## src/rtl/btn_event.sv

```systemverilog
// btn_event: turns the debounced push-button level into one-cycle event
// strobes (press, release, long-press, optional auto-repeat). It also reports
// the hold duration of the last completed press. Every count is in
// milliseconds because the block runs on the 1 ms tick clock.
//
// Build option: define BTN_REPEAT_EN to enable auto-repeat pulses. When the
// macro is undefined, repeat_p is tied low and REPEAT_MS is not used.
//
// Parameters:
//   LONG_MS   high samples from the press edge that qualify a long press (2..2^CW-1)
//   REPEAT_MS interval between auto-repeat pulses after long press   (1..2^CW-1)
//   CW        interval counter width
//   DW        hold_ms width
//
// Ports:
//   clk_1ms    in   1 ms tick clock, rising edge
//   rst_n      in   synchronous active-low reset
//   btn_lvl    in   debounced button level, already synchronous to clk_1ms
//   press      out  one-cycle pulse on the press edge
//   release_p  out  one-cycle pulse on the release edge
//   long_press out  one-cycle pulse when the hold reaches LONG_MS
//   repeat_p   out  one-cycle auto-repeat pulse
//   held       out  high while the button is considered pressed
//   hold_ms    out  saturating hold duration of the last completed press
module btn_event #(
  parameter int LONG_MS   = 500,
  parameter int REPEAT_MS = 100,
  parameter int CW        = 10,
  parameter int DW        = 16
) (
  input  logic          clk_1ms,
  input  logic          rst_n,
  input  logic          btn_lvl,
  output logic          press,
  output logic          release_p,
  output logic          long_press,
  output logic          repeat_p,
  output logic          held,
  output logic [DW-1:0] hold_ms
);

  if (LONG_MS < 2 || LONG_MS > (2**CW) - 1 ||
      REPEAT_MS < 1 || REPEAT_MS > (2**CW) - 1) begin : g_bad_param
    $error("btn_event: LONG_MS/REPEAT_MS outside the range representable in CW bits");
  end

  typedef enum logic [1:0] {
    S_IDLE,
    S_PRESSED,
    S_LONG
  } state_t;

  localparam logic [CW-1:0] LONG_M1 = CW'(LONG_MS - 1);
`ifdef BTN_REPEAT_EN
  localparam logic [CW-1:0] REP_M1  = CW'(REPEAT_MS - 1);
`endif

  state_t        state_q, state_d;
  logic          prev_q;
  logic [CW-1:0] cnt_q, cnt_d;
  logic [DW-1:0] dur_q, dur_d;
  logic [DW-1:0] hold_q, hold_d;
  logic [DW-1:0] dur_inc;
  logic          press_q, press_d;
  logic          rel_q, rel_d;
  logic          long_q, long_d;
  logic          rep_q, rep_d;
  logic          held_q, held_d;
  logic          rise, fall;

  assign rise = btn_lvl & ~prev_q;
  assign fall = ~btn_lvl & prev_q;

  // Saturating increment: dur never wraps back to a short duration.
  assign dur_inc = (dur_q == '1) ? dur_q : dur_q + 1'b1;

  always_ff @(posedge clk_1ms) begin
    if (!rst_n) begin
      state_q <= S_IDLE;
      prev_q  <= 1'b0;
      cnt_q   <= '0;
      dur_q   <= '0;
      hold_q  <= '0;
      press_q <= 1'b0;
      rel_q   <= 1'b0;
      long_q  <= 1'b0;
      rep_q   <= 1'b0;
      held_q  <= 1'b0;
    end else begin
      state_q <= state_d;
      prev_q  <= btn_lvl;
      cnt_q   <= cnt_d;
      dur_q   <= dur_d;
      hold_q  <= hold_d;
      press_q <= press_d;
      rel_q   <= rel_d;
      long_q  <= long_d;
      rep_q   <= rep_d;
      held_q  <= held_d;
    end
  end

  always_comb begin
    state_d = state_q;
    cnt_d   = cnt_q;
    dur_d   = dur_q;
    hold_d  = hold_q;
    press_d = 1'b0;
    rel_d   = 1'b0;
    long_d  = 1'b0;
    rep_d   = 1'b0;

    case (state_q)
      S_IDLE: begin
        if (rise) begin
          state_d = S_PRESSED;
          press_d = 1'b1;
          cnt_d   = CW'(1);
          dur_d   = DW'(1);
        end
      end
      S_PRESSED: begin
        // The fall is checked first so a release on the threshold edge
        // suppresses long_press.
        if (fall) begin
          state_d = S_IDLE;
          rel_d   = 1'b1;
          hold_d  = dur_q;
          cnt_d   = '0;
        end else if (cnt_q == LONG_M1) begin
          state_d = S_LONG;
          long_d  = 1'b1;
          cnt_d   = '0;
          dur_d   = dur_inc;
        end else begin
          cnt_d   = cnt_q + 1'b1;
          dur_d   = dur_inc;
        end
      end
      S_LONG: begin
        if (fall) begin
          state_d = S_IDLE;
          rel_d   = 1'b1;
          hold_d  = dur_q;
          cnt_d   = '0;
        end else begin
          dur_d = dur_inc;
`ifdef BTN_REPEAT_EN
          if (cnt_q == REP_M1) begin
            rep_d = 1'b1;
            cnt_d = '0;
          end else begin
            cnt_d = cnt_q + 1'b1;
          end
`else
          cnt_d = '0;
`endif
        end
      end
      default: state_d = S_IDLE;
    endcase

    held_d = (state_d != S_IDLE);
  end

  assign press      = press_q;
  assign release_p  = rel_q;
  assign long_press = long_q;
  assign repeat_p   = rep_q;
  assign held       = held_q;
  assign hold_ms    = hold_q;

endmodule
```

## config.mk

```make
export PLATFORM = sky130hd
export DESIGN_NAME = btn_event
export DESIGN_NICKNAME = d
export VERILOG_FILES = /design/src/rtl/btn_event.sv
export SDC_FILE = /design/constraint.sdc
export NUM_CORES = 1
export LEC_CHECK = 0
export CORE_MARGIN = 3
export CORE_UTILIZATION = 60
export CTS_CLUSTER_DIAMETER = 150
export CTS_CLUSTER_SIZE = 20
export DETAILED_ROUTE_END_ITERATION = 7
export GPL_ROUTABILITY_DRIVEN = 0
export PLACE_DENSITY = 0.92
export SLEW_MARGIN = 20
export SYNTH_ARGS = -nofsm -noshare
export SYNTH_HDL_FRONTEND = slang
export SYNTH_SLANG_ARGS = --single-unit
```

## constraint.sdc

```tcl
create_clock -name clk_1ms -period 2.65 [get_ports clk_1ms]
set_input_delay 0.265 -clock clk_1ms [delete_from_list [all_inputs] [get_ports clk_1ms]]
set_output_delay 0.265 -clock clk_1ms [all_outputs]
set_load 0.03 [all_outputs]
```

==> flow_metrics.env, run 1 <==
export IMPL_numCtsBuffers=5
export IMPL_timing_hold_ws_ns=0.458
export IMPL_drcViolationCount=0
export IMPL_power_frac_clock_pct=38.0
export IMPL_initial_utilization_pct=64.8
export IMPL_track_usage_pct=22.3
export IMPL_antenna_left=0
export IMPL_ir_drop_v=0.000339
export IMPL_hpwl_um=3740
export IMPL_p_comb_share_pct=9.7
export IMPL_vias=2110
export IMPL_synth_adder_area_share_pct=3.03
export IMPL_root_buffer="clkbuf_8"
export IMPL_fp_dieH_um=70.3
export IMPL_initialDrtViolationCount=174
export IMPL_ys_warn_count=0
export IMPL_ios=24
export IMPL_fin_crit_sh_pct=85.5
export IMPL_final_cell_mix="nand2_1, dfxtp_1, clkdlybuf4s50_1"
export IMPL_post_cts_setup_buffers=0
export IMPL_ys_flop_type="dfxtp_1"
export IMPL_synth_cell_type_count=52
export IMPL_synth_xor_area_share_pct=2.12
export IMPL_syn_area_per_cell_sq_um=8.68
export IMPL_synth_edff_count=0
export IMPL_synthesis_nets=295
export IMPL_core_rowCount=22
export IMPL_worst_setup_path_end_kind="flip-flop"
export IMPL_fin_nets=314
export IMPL_yosysTopAreaCell="dfxtp_1"
export IMPL_fmax_mhz=441
export IMPL_core_region_area_sq_mm=0.00383
export IMPL_synthCells=286
export IMPL_rsz0062_at_grt="false"
export IMPL_final_common_cell="nand2_1"
export IMPL_drive_gt1_share_pct=7.19
export IMPL_drt_pass1_iterations=5
export IMPL_startpoint_type="flip-flop"
export IMPL_antenna_found_initial=0
export IMPL_cp_max_fo=18
export IMPL_maxCapViolCount=0
export IMPL_synthSimpleGateAreaFrac_pct=27.4
export IMPL_synth_top_cell_area_share_pct=39.5
export IMPL_grt_pass1_wl_um=9030
export IMPL_cts_hold_buf=0
export IMPL_fin_crit_ns=2.27
export IMPL_io_buffers=22
export IMPL_clk_pin_slew_ns=0.09
export IMPL_grt_max_degree=30
export IMPL_synth_top_family_by_area="simple AND/OR/NAND/NOR gates"
export IMPL_wl_per_cell_um=14.8
export IMPL_finish_utilization_pct=73.5
export IMPL_setup_viol=0
export IMPL_area_growth_pct=13.4
export IMPL_power_leakage_nw=0.924
export IMPL_cts_tree="yes"
export IMPL_clock_sinks=49
export IMPL_powerDensity_mw_per_mm2=514
export IMPL_htree_num_levels=2
export IMPL_synth_compound_area_share_pct=17.1
export IMPL_worst_skew_pair_late_latency_ns=0.30
export IMPL_clk_path_buf_depth=2
export IMPL_syn_area_sq_mm=0.00248
export IMPL_p_seq_share_pct=52.3
export IMPL_tightest_slew_ns=0.782
export IMPL_fin_tns_setup_ns=0
export IMPL_status="complete, no violations"
export IMPL_hold_violations=0
export IMPL_cp_required_ns=2.82
export IMPL_sw_frac_of_total_pct=23.7
export IMPL_overflow=0
export IMPL_via_per_inst=5.96
export IMPL_n_antenna_cell=0
export IMPL_async_reset_ff_share_pct=0
export IMPL_die_w_um=70.3
export IMPL_critical_path_class="reg -> reg"
export IMPL_synth_seq_cells=49
export IMPL_arrival_ns=2.43
export IMPL_dieArea_sq_mm=0.00494
export IMPL_maxSlewViolCount=0
export IMPL_hp_class="reg -> reg"
export IMPL_ctsResizeCount=0
export IMPL_p_int_mw=1.10
export IMPL_synth_mux_area_share_pct=5.65
export IMPL_finClkSkew_ns=0.00491
export IMPL_synth_seq_area_share_pct=39.5
export IMPL_drt_wl_total_um=5230
export IMPL_yosys_top_cells_area="dfxtp_1, nand2_1, mux2i_1"
export IMPL_power_switching_mw=0.343
export IMPL_grt_pass1_vias=2032
export IMPL_relSlewSlack_pct=47.8
routing by layer:
layer	GRT usage, %	up-vias	wire [um]
met5	0	-	0
met4	8.51	0	106
met3	4.60	10	281
met2	36.0	65	2490
met1	29.0	987	2360
li1	-	1048	-
kinds of logic (layout without fill, tap and decap cells):
kind of cell	after synthesis	after routing
AND/OR/NAND/NOR	132	132
AO/OA/AOI/OAI	56	56
flip-flops	49	49
buffers and inverters	22	42
multiplexers	14	14
adder cells (fa/ha/maj)	6	6
XOR/XNOR	6	6
other	1	1
sequential cells by signal (all words and copies together), names as in the netlist:
signal / cells
release_p: 1
cnt_q: 10
prev_q: 1
hold_ms: 16
held: 1
long_press: 1
state_q: 2
dur_q: 16
press: 1
worst paths after layout:
kind	cells past startpoint	slack [ns]	startpoint	end
setup / recovery	6	0.38	state_q[1]	dur_q[11]
hold / removal	2	0.46	hold_ms[5]	hold_ms[5]
setup reg to reg	6	0.38	state_q[1]	dur_q[11]
hold reg to reg	2	0.46	hold_ms[5]	hold_ms[5]
stage by stage:
step | cell area [sq um] | cells | setup WS, ns | power [mW]
detailed placement | 2700 | 346 | 0.445 | 0.911
CTS | 2810 | 354 | 0.437 | 1.45
finish | 2810 | 354 | 0.384 | 1.45
floorplan | 2480 | 286 | 0.878 | 0.882
global placement | 2700 | 346 | 0.598 | 0.906
global route | 2810 | 354 | 0.277 | 1.50
synth_stat cells (4+ instances only):
cell       instances
and3_1             4
dfxtp_1           49
ha_1               6
mux2i_1           14
and2_1             5
xnor2_1            4
nand3_1           10
a21oi_1           20
nand2_1           61
a2111oi_0          4
a211oi_1          11
nand2b_1          13
buf_4              6
inv_1              8
nor2_1             9
nor3_1             7
nand4_1            4
worst max-delay path: stages, from the launching register on:
cell,delay [ns]
dfxtp_1,0.34
inv_1,0.10
ha_1,0.38
and2b_2,0.30
a2bb2oi_2,0.61
a2111oi_0,0.21
mux2i_1,0.18
power by group through the flow:
stage	Sequential, mW	Clock [mW]	Combinational [mW]
6_report	0.756	0.550	0.140
3_5_place_dp	0.773	0	0.139
4_1_cts	0.756	0.557	0.139
3_3_place_gp	0.772	0	0.134
5_1_grt	0.758	0.588	0.153
2_1_floorplan	0.776	0	0.106
area by class of cell:
| class | count | area, sq um |
|---|---|---|
| flip-flops and latches | 49 | 981 |
| clock buffers | 7 | 86.3 |
| fillers | 292 | 1010 |
| repair buffers | 26 | 250 |
| multi-input cells | 215 | 1380 |
| well taps | 48 | 60.1 |
| inverters | 8 | 30.0 |
| clock inverters | 1 | 30.0 |
Power figures use the tool's default switching activity.
==> run 2, diff against run 1 <==
--- a/config.mk
+++ b/config.mk
@@ -11,7 +11,7 @@
 export CTS_CLUSTER_SIZE = 20
 export DETAILED_ROUTE_END_ITERATION = 7
 export GPL_ROUTABILITY_DRIVEN = 0
-export PLACE_DENSITY = 0.92
+export PLACE_DENSITY = 0.83
 export SLEW_MARGIN = 20
 export SYNTH_ARGS = -nofsm -noshare
 export SYNTH_HDL_FRONTEND = slang
==> flow_metrics.env, run 2 (same netlist as run 1, synthesis figures left out) <==
export IMPL_htree_num_levels=2
export IMPL_rrSetupSlack_ns=0.47
export IMPL_n_antenna_cell=0
export IMPL_hpwl_um=3630
export IMPL_cts_hold_buf=0
export IMPL_p_total_mw=1.45
export IMPL_power_leakage_nw=0.923
export IMPL_fp_dieH_um=70.3
export IMPL_finClkSkew_ns=0.00403
export IMPL_cp_max_fo=18
export IMPL_finish_utilization_pct=73.6
export IMPL_fin_nets=314
export IMPL_arrival_ns=2.35
export IMPL_antenna_left=0
export IMPL_status="complete, no violations"
export IMPL_tightest_slew_ns=0.707
export IMPL_place_area_sq_mm=0.00270
export IMPL_final_cell_mix="nand2_1, dfxtp_1, clkdlybuf4s50_1"
export IMPL_core_region_area_sq_mm=0.00383
export IMPL_vias=2132
export IMPL_relSlewSlack_pct=52.5
export IMPL_numCtsBuffers=5
export IMPL_root_buffer="clkbuf_8"
export IMPL_track_usage_pct=22.0
export IMPL_drt_pass1_iterations=4
export IMPL_p_int_mw=1.10
export IMPL_grt_pass1_wl_um=8940
export IMPL_maxCapViolCount=0
export IMPL_antenna_found_initial=0
export IMPL_cts_tree="yes"
export IMPL_critical_path_class="reg -> reg"
export IMPL_hold_violations=0
export IMPL_fin_area_sq_mm=0.00282
export IMPL_path_cells="inv_1, ha_1, and2b_2, a2bb2oi_2, a2111oi_0, mux2i_1"
export IMPL_drive_gt1_share_pct=7.52
export IMPL_sw_frac_of_total_pct=24.1
export IMPL_powerDensity_mw_per_mm2=515
export IMPL_initialDrtViolationCount=171
export IMPL_setup_viol=0
export IMPL_rsz0062_at_grt="false"
export IMPL_fmax_mhz=459
export IMPL_worst_setup_path_end_kind="flip-flop"
export IMPL_clk_pin_slew_ns=0.09
export IMPL_clk_path_buf_depth=2
export IMPL_post_cts_setup_buffers=0
export IMPL_hp_class="reg -> reg"
export IMPL_worst_skew_pair_late_latency_ns=0.30
export IMPL_startpoint_type="flip-flop"
export IMPL_grt_pass1_vias=1945
export IMPL_cp_required_ns=2.82
export IMPL_io_buffers=22
export IMPL_area_growth_pct=13.6
export IMPL_slowest_stage="a2bb2oi_2"
export IMPL_fin_tns_setup_ns=0
export IMPL_timing_hold_ws_ns=0.456
export IMPL_die_w_um=70.3
export IMPL_p_comb_share_pct=9.6
export IMPL_fin_crit_sh_pct=82.2
export IMPL_grt_max_degree=30
export IMPL_overflow=0
export IMPL_dp_worst_setup_slack_ns=0.473
export IMPL_maxSlewViolCount=0
export IMPL_dieArea_sq_mm=0.00494
export IMPL_instances_no_fill=354
export IMPL_initial_utilization_pct=64.8
export IMPL_ios=24
export IMPL_drt_wl_total_um=5120
export IMPL_power_frac_clock_pct=38.4
export IMPL_final_common_cell="nand2_1"
export IMPL_setup_slack_ns=0.473
export IMPL_drcViolationCount=0
export IMPL_clock_sinks=49
export IMPL_p_seq_share_pct=52.1
export IMPL_ir_drop_v=0.000299
export IMPL_core_rowCount=22
export IMPL_via_per_inst=6.02
export IMPL_fin_crit_ns=2.18
export IMPL_power_switching_mw=0.350
export IMPL_dp_cells=346
export IMPL_ctsResizeCount=0
export IMPL_wl_per_cell_um=14.5
export IMPL_cpPeakStageDelay_ns=0.57
[run 2: cell types whose count changed in the layout (fill, tap and decap cells not counted), sizes merged]
cell      delta
clkinvlp     +1
clkbuf       -1
[run 2: cell type report]
| type | count | area [sq um] |
|---|---|---|
| Fill cell | 319 | 1010 |
| Clock inverter | 2 | 37.5 |
| Timing Repair Buffer | 26 | 250 |
| Inverter | 8 | 30.0 |
| Sequential cell | 49 | 981 |
| Clock buffer | 6 | 82.6 |
| Tap cell | 48 | 60.1 |
| Multi-Input combinational cell | 215 | 1380 |
[run 2: path summary, 6_finish.rpt]
path               start          end  cells past startpoint
max           state_q[1]    dur_q[11]                      6
min          hold_ms[13]  hold_ms[13]                      2
max reg2reg   state_q[1]    dur_q[11]                      6
min reg2reg  hold_ms[13]  hold_ms[13]                      2
[run 2: worst max-delay path: cells and delay by family (launching register included)]
family	cells	cell delay (ns)
AO/OA/AOI/OAI	2	0.75
adder cells (fa/ha/maj)	1	0.38
buffers and inverters	1	0.11
flip-flops	1	0.35
multiplexers	1	0.16
AND/OR/NAND/NOR	1	0.30
[run 2: power groups by stage]
stage	registers, mW	logic (mW)	clock network, mW
floorplan	0.776	0.106	0
global placement	0.773	0.135	0
detailed placement	0.773	0.139	0
CTS	0.756	0.139	0.565
global route	0.757	0.153	0.590
finish	0.756	0.139	0.557
[run 2: routing by layer]
metal  vias up  global-route usage, %  part of all wire (%)
met3         5                   4.89                   5.9
met2        59                   35.9                    45
met4         0                   5.32                  0.82
met1      1013                   29.4                    48
met5         -                      0                     0
li1       1055                      -                     -
==> run 3, diff against run 2 <==
--- a/config.mk
+++ b/config.mk
@@ -6,12 +6,12 @@
 export NUM_CORES = 1
 export LEC_CHECK = 0
 export CORE_MARGIN = 3
-export CORE_UTILIZATION = 60
+export CORE_UTILIZATION = 56
 export CTS_CLUSTER_DIAMETER = 150
 export CTS_CLUSTER_SIZE = 20
 export DETAILED_ROUTE_END_ITERATION = 7
 export GPL_ROUTABILITY_DRIVEN = 0
-export PLACE_DENSITY = 0.83
+export PLACE_DENSITY = 0.78
 export SLEW_MARGIN = 20
 export SYNTH_ARGS = -nofsm -noshare
 export SYNTH_HDL_FRONTEND = slang
==> constraint.sdc (replaced) <==
create_clock -name clk_1ms -period 2.2 [get_ports clk_1ms]
set_input_delay 0.22 -clock clk_1ms [delete_from_list [all_inputs] [get_ports clk_1ms]]
set_output_delay 0.22 -clock clk_1ms [all_outputs]
set_load 0.03 [all_outputs]
==> flow_metrics.env, run 3 (same netlist as run 1, synthesis figures left out) <==
export IMPL_instances_no_fill=358
export IMPL_cpPeakStageDelay_ns=0.54
export IMPL_setup_viol=0
export IMPL_die_w_um=72.6
export IMPL_power_frac_clock_pct=40.9
export IMPL_slowest_stage="or4_1"
export IMPL_root_buffer="clkbuf_8"
export IMPL_drcViolationCount=0
export IMPL_power_leakage_nw=0.948
export IMPL_drt_pass1_iterations=4
export IMPL_finish_utilization_pct=69.1
export IMPL_drive_gt1_share_pct=8.44
export IMPL_initial_utilization_pct=59.9
export IMPL_rsz0062_at_grt="false"
export IMPL_io_buffers=22
export IMPL_worst_skew_pair_late_latency_ns=0.31
export IMPL_startpoint_type="flip-flop"
export IMPL_crit_family="simple AND/OR/NAND/NOR gates"
export IMPL_dp_cells=350
export IMPL_fin_crit_ns=2.04
export IMPL_post_cts_setup_buffers=0
export IMPL_fin_area_sq_mm=0.00286
export IMPL_n_antenna_cell=0
export IMPL_status="complete, no violations"
export IMPL_wl_per_cell_um=14.6
export IMPL_grt_pass1_vias=1971
export IMPL_hpwl_um=3820
export IMPL_hp_class="reg -> reg"
export IMPL_core_region_area_sq_mm=0.00414
export IMPL_p_total_mw=1.83
export IMPL_vias=2069
export IMPL_area_growth_pct=15.4
export IMPL_track_usage_pct=21.9
export IMPL_ctsResizeCount=0
export IMPL_maxCapViolCount=0
export IMPL_maxSlewViolCount=0
export IMPL_antenna_left=0
export IMPL_dieArea_sq_mm=0.00526
export IMPL_via_per_inst=5.78
export IMPL_place_area_sq_mm=0.00272
export IMPL_drt_wl_total_um=5240
export IMPL_antenna_found_initial=0
export IMPL_clock_sinks=49
export IMPL_p_seq_share_pct=49.6
export IMPL_worst_setup_path_end_kind="flip-flop"
export IMPL_grt_max_degree=30
export IMPL_path_cells="inv_1, ha_2, mux2i_1, a2bb2oi_4, or4_1, a21oi_1"
export IMPL_arrival_ns=2.28
export IMPL_fin_nets=316
export IMPL_hold_violations=0
export IMPL_finClkSkew_ns=0.00712
export IMPL_clk_pin_slew_ns=0.09
export IMPL_cp_max_fo=18
export IMPL_sw_frac_of_total_pct=23.1
export IMPL_fin_crit_sh_pct=92.7
export IMPL_cts_tree="yes"
export IMPL_cts_hold_buf=0
export IMPL_relSlewSlack_pct=66.6
export IMPL_power_switching_mw=0.423
export IMPL_ios=24
export IMPL_p_comb_share_pct=9.5
export IMPL_fin_tns_setup_ns=0
export IMPL_fmax_mhz=490
export IMPL_grt_pass1_wl_um=9040
export IMPL_powerDensity_mw_per_mm2=641
export IMPL_overflow=0
export IMPL_critPathBufInv=1
export IMPL_ir_drop_v=0.000376
export IMPL_clk_path_buf_depth=2
export IMPL_final_common_cell="nand2_1"
export IMPL_fp_dieH_um=72.6
export IMPL_tightest_slew_ns=0.488
export IMPL_initialDrtViolationCount=168
export IMPL_final_cell_mix="nand2_1, dfxtp_1, clkdlybuf4s50_1"
export IMPL_critical_path_class="reg -> reg"
export IMPL_cp_required_ns=2.44
export IMPL_p_int_mw=1.41
export IMPL_htree_num_levels=2
export IMPL_numCtsBuffers=5
export IMPL_core_rowCount=23
run 3: cell types whose count changed in the layout (fill, tap and decap cells not counted):
cell / previous run / this run
buf_4: 4 / 6
a2111oi_0: 4 / 3
a2111oi_1: 0 / 1
a2bb2oi_2: 1 / 0
a2bb2oi_4: 0 / 1
bufinv_16: 1 / 2
clkbuf_8: 6 / 5
clkinv_2: 0 / 1
clkinvlp_4: 1 / 0
ha_1: 6 / 5
ha_2: 0 / 1
run 3: final timing paths:
kind | from | to | slack [ns] | cells past startpoint
min reg2reg | hold_ms[2] | hold_ms[2] | 0.46 | 2
max | state_q[1] | dur_q[14] | 0.16 | 6
min | hold_ms[2] | hold_ms[2] | 0.46 | 2
max reg2reg | state_q[1] | dur_q[14] | 0.16 | 6
run 3: final cells by class:
class / count / area (sq um)
Clock buffer: 5 / 68.8
Clock inverter: 3 / 65.1
Sequential cell: 49 / 981
Multi-Input combinational cell: 215 / 1390
Inverter: 8 / 30.0
Fill cell: 341 / 1280
Tap cell: 50 / 62.6
Timing Repair Buffer: 28 / 265
run 3: power by group through the flow:
| stage | Sequential, mW | Combinational (mW) | Clock, mW |
|---|---|---|---|
| finish | 0.910 | 0.174 | 0.750 |
| floorplan | 0.934 | 0.128 | 0 |
| global placement | 0.931 | 0.162 | 0 |
| detailed placement | 0.931 | 0.167 | 0 |
| global route | 0.913 | 0.192 | 0.803 |
| CTS | 0.910 | 0.168 | 0.764 |
run 3: tightest hold or removal path: stages, from the launching register on:
cell and delay [ns]:
dfxtp_1 0.32, nand2_1 0.05, a21oi_1 0.05
run 3: through the flow:
stage / worst slack [ns] / hold slack (ns)
after CTS: 0.0116 / 0.458
after floorplan: 0.428 / 0.334
after detailed placement: 0.0444 / 0.445
final: 0.160 / 0.457
after global placement: 0.137 / 0.441
after global routing: 0.0243 / 0.480
run 3: layer usage:
metal	up-vias	wire [um]	GRT usage [%]
met4	0	68	7.58
met1	967	2380	26.9
met3	6	222	4.99
met2	41	2570	37.4
li1	1055	-	-
met5	-	0	0
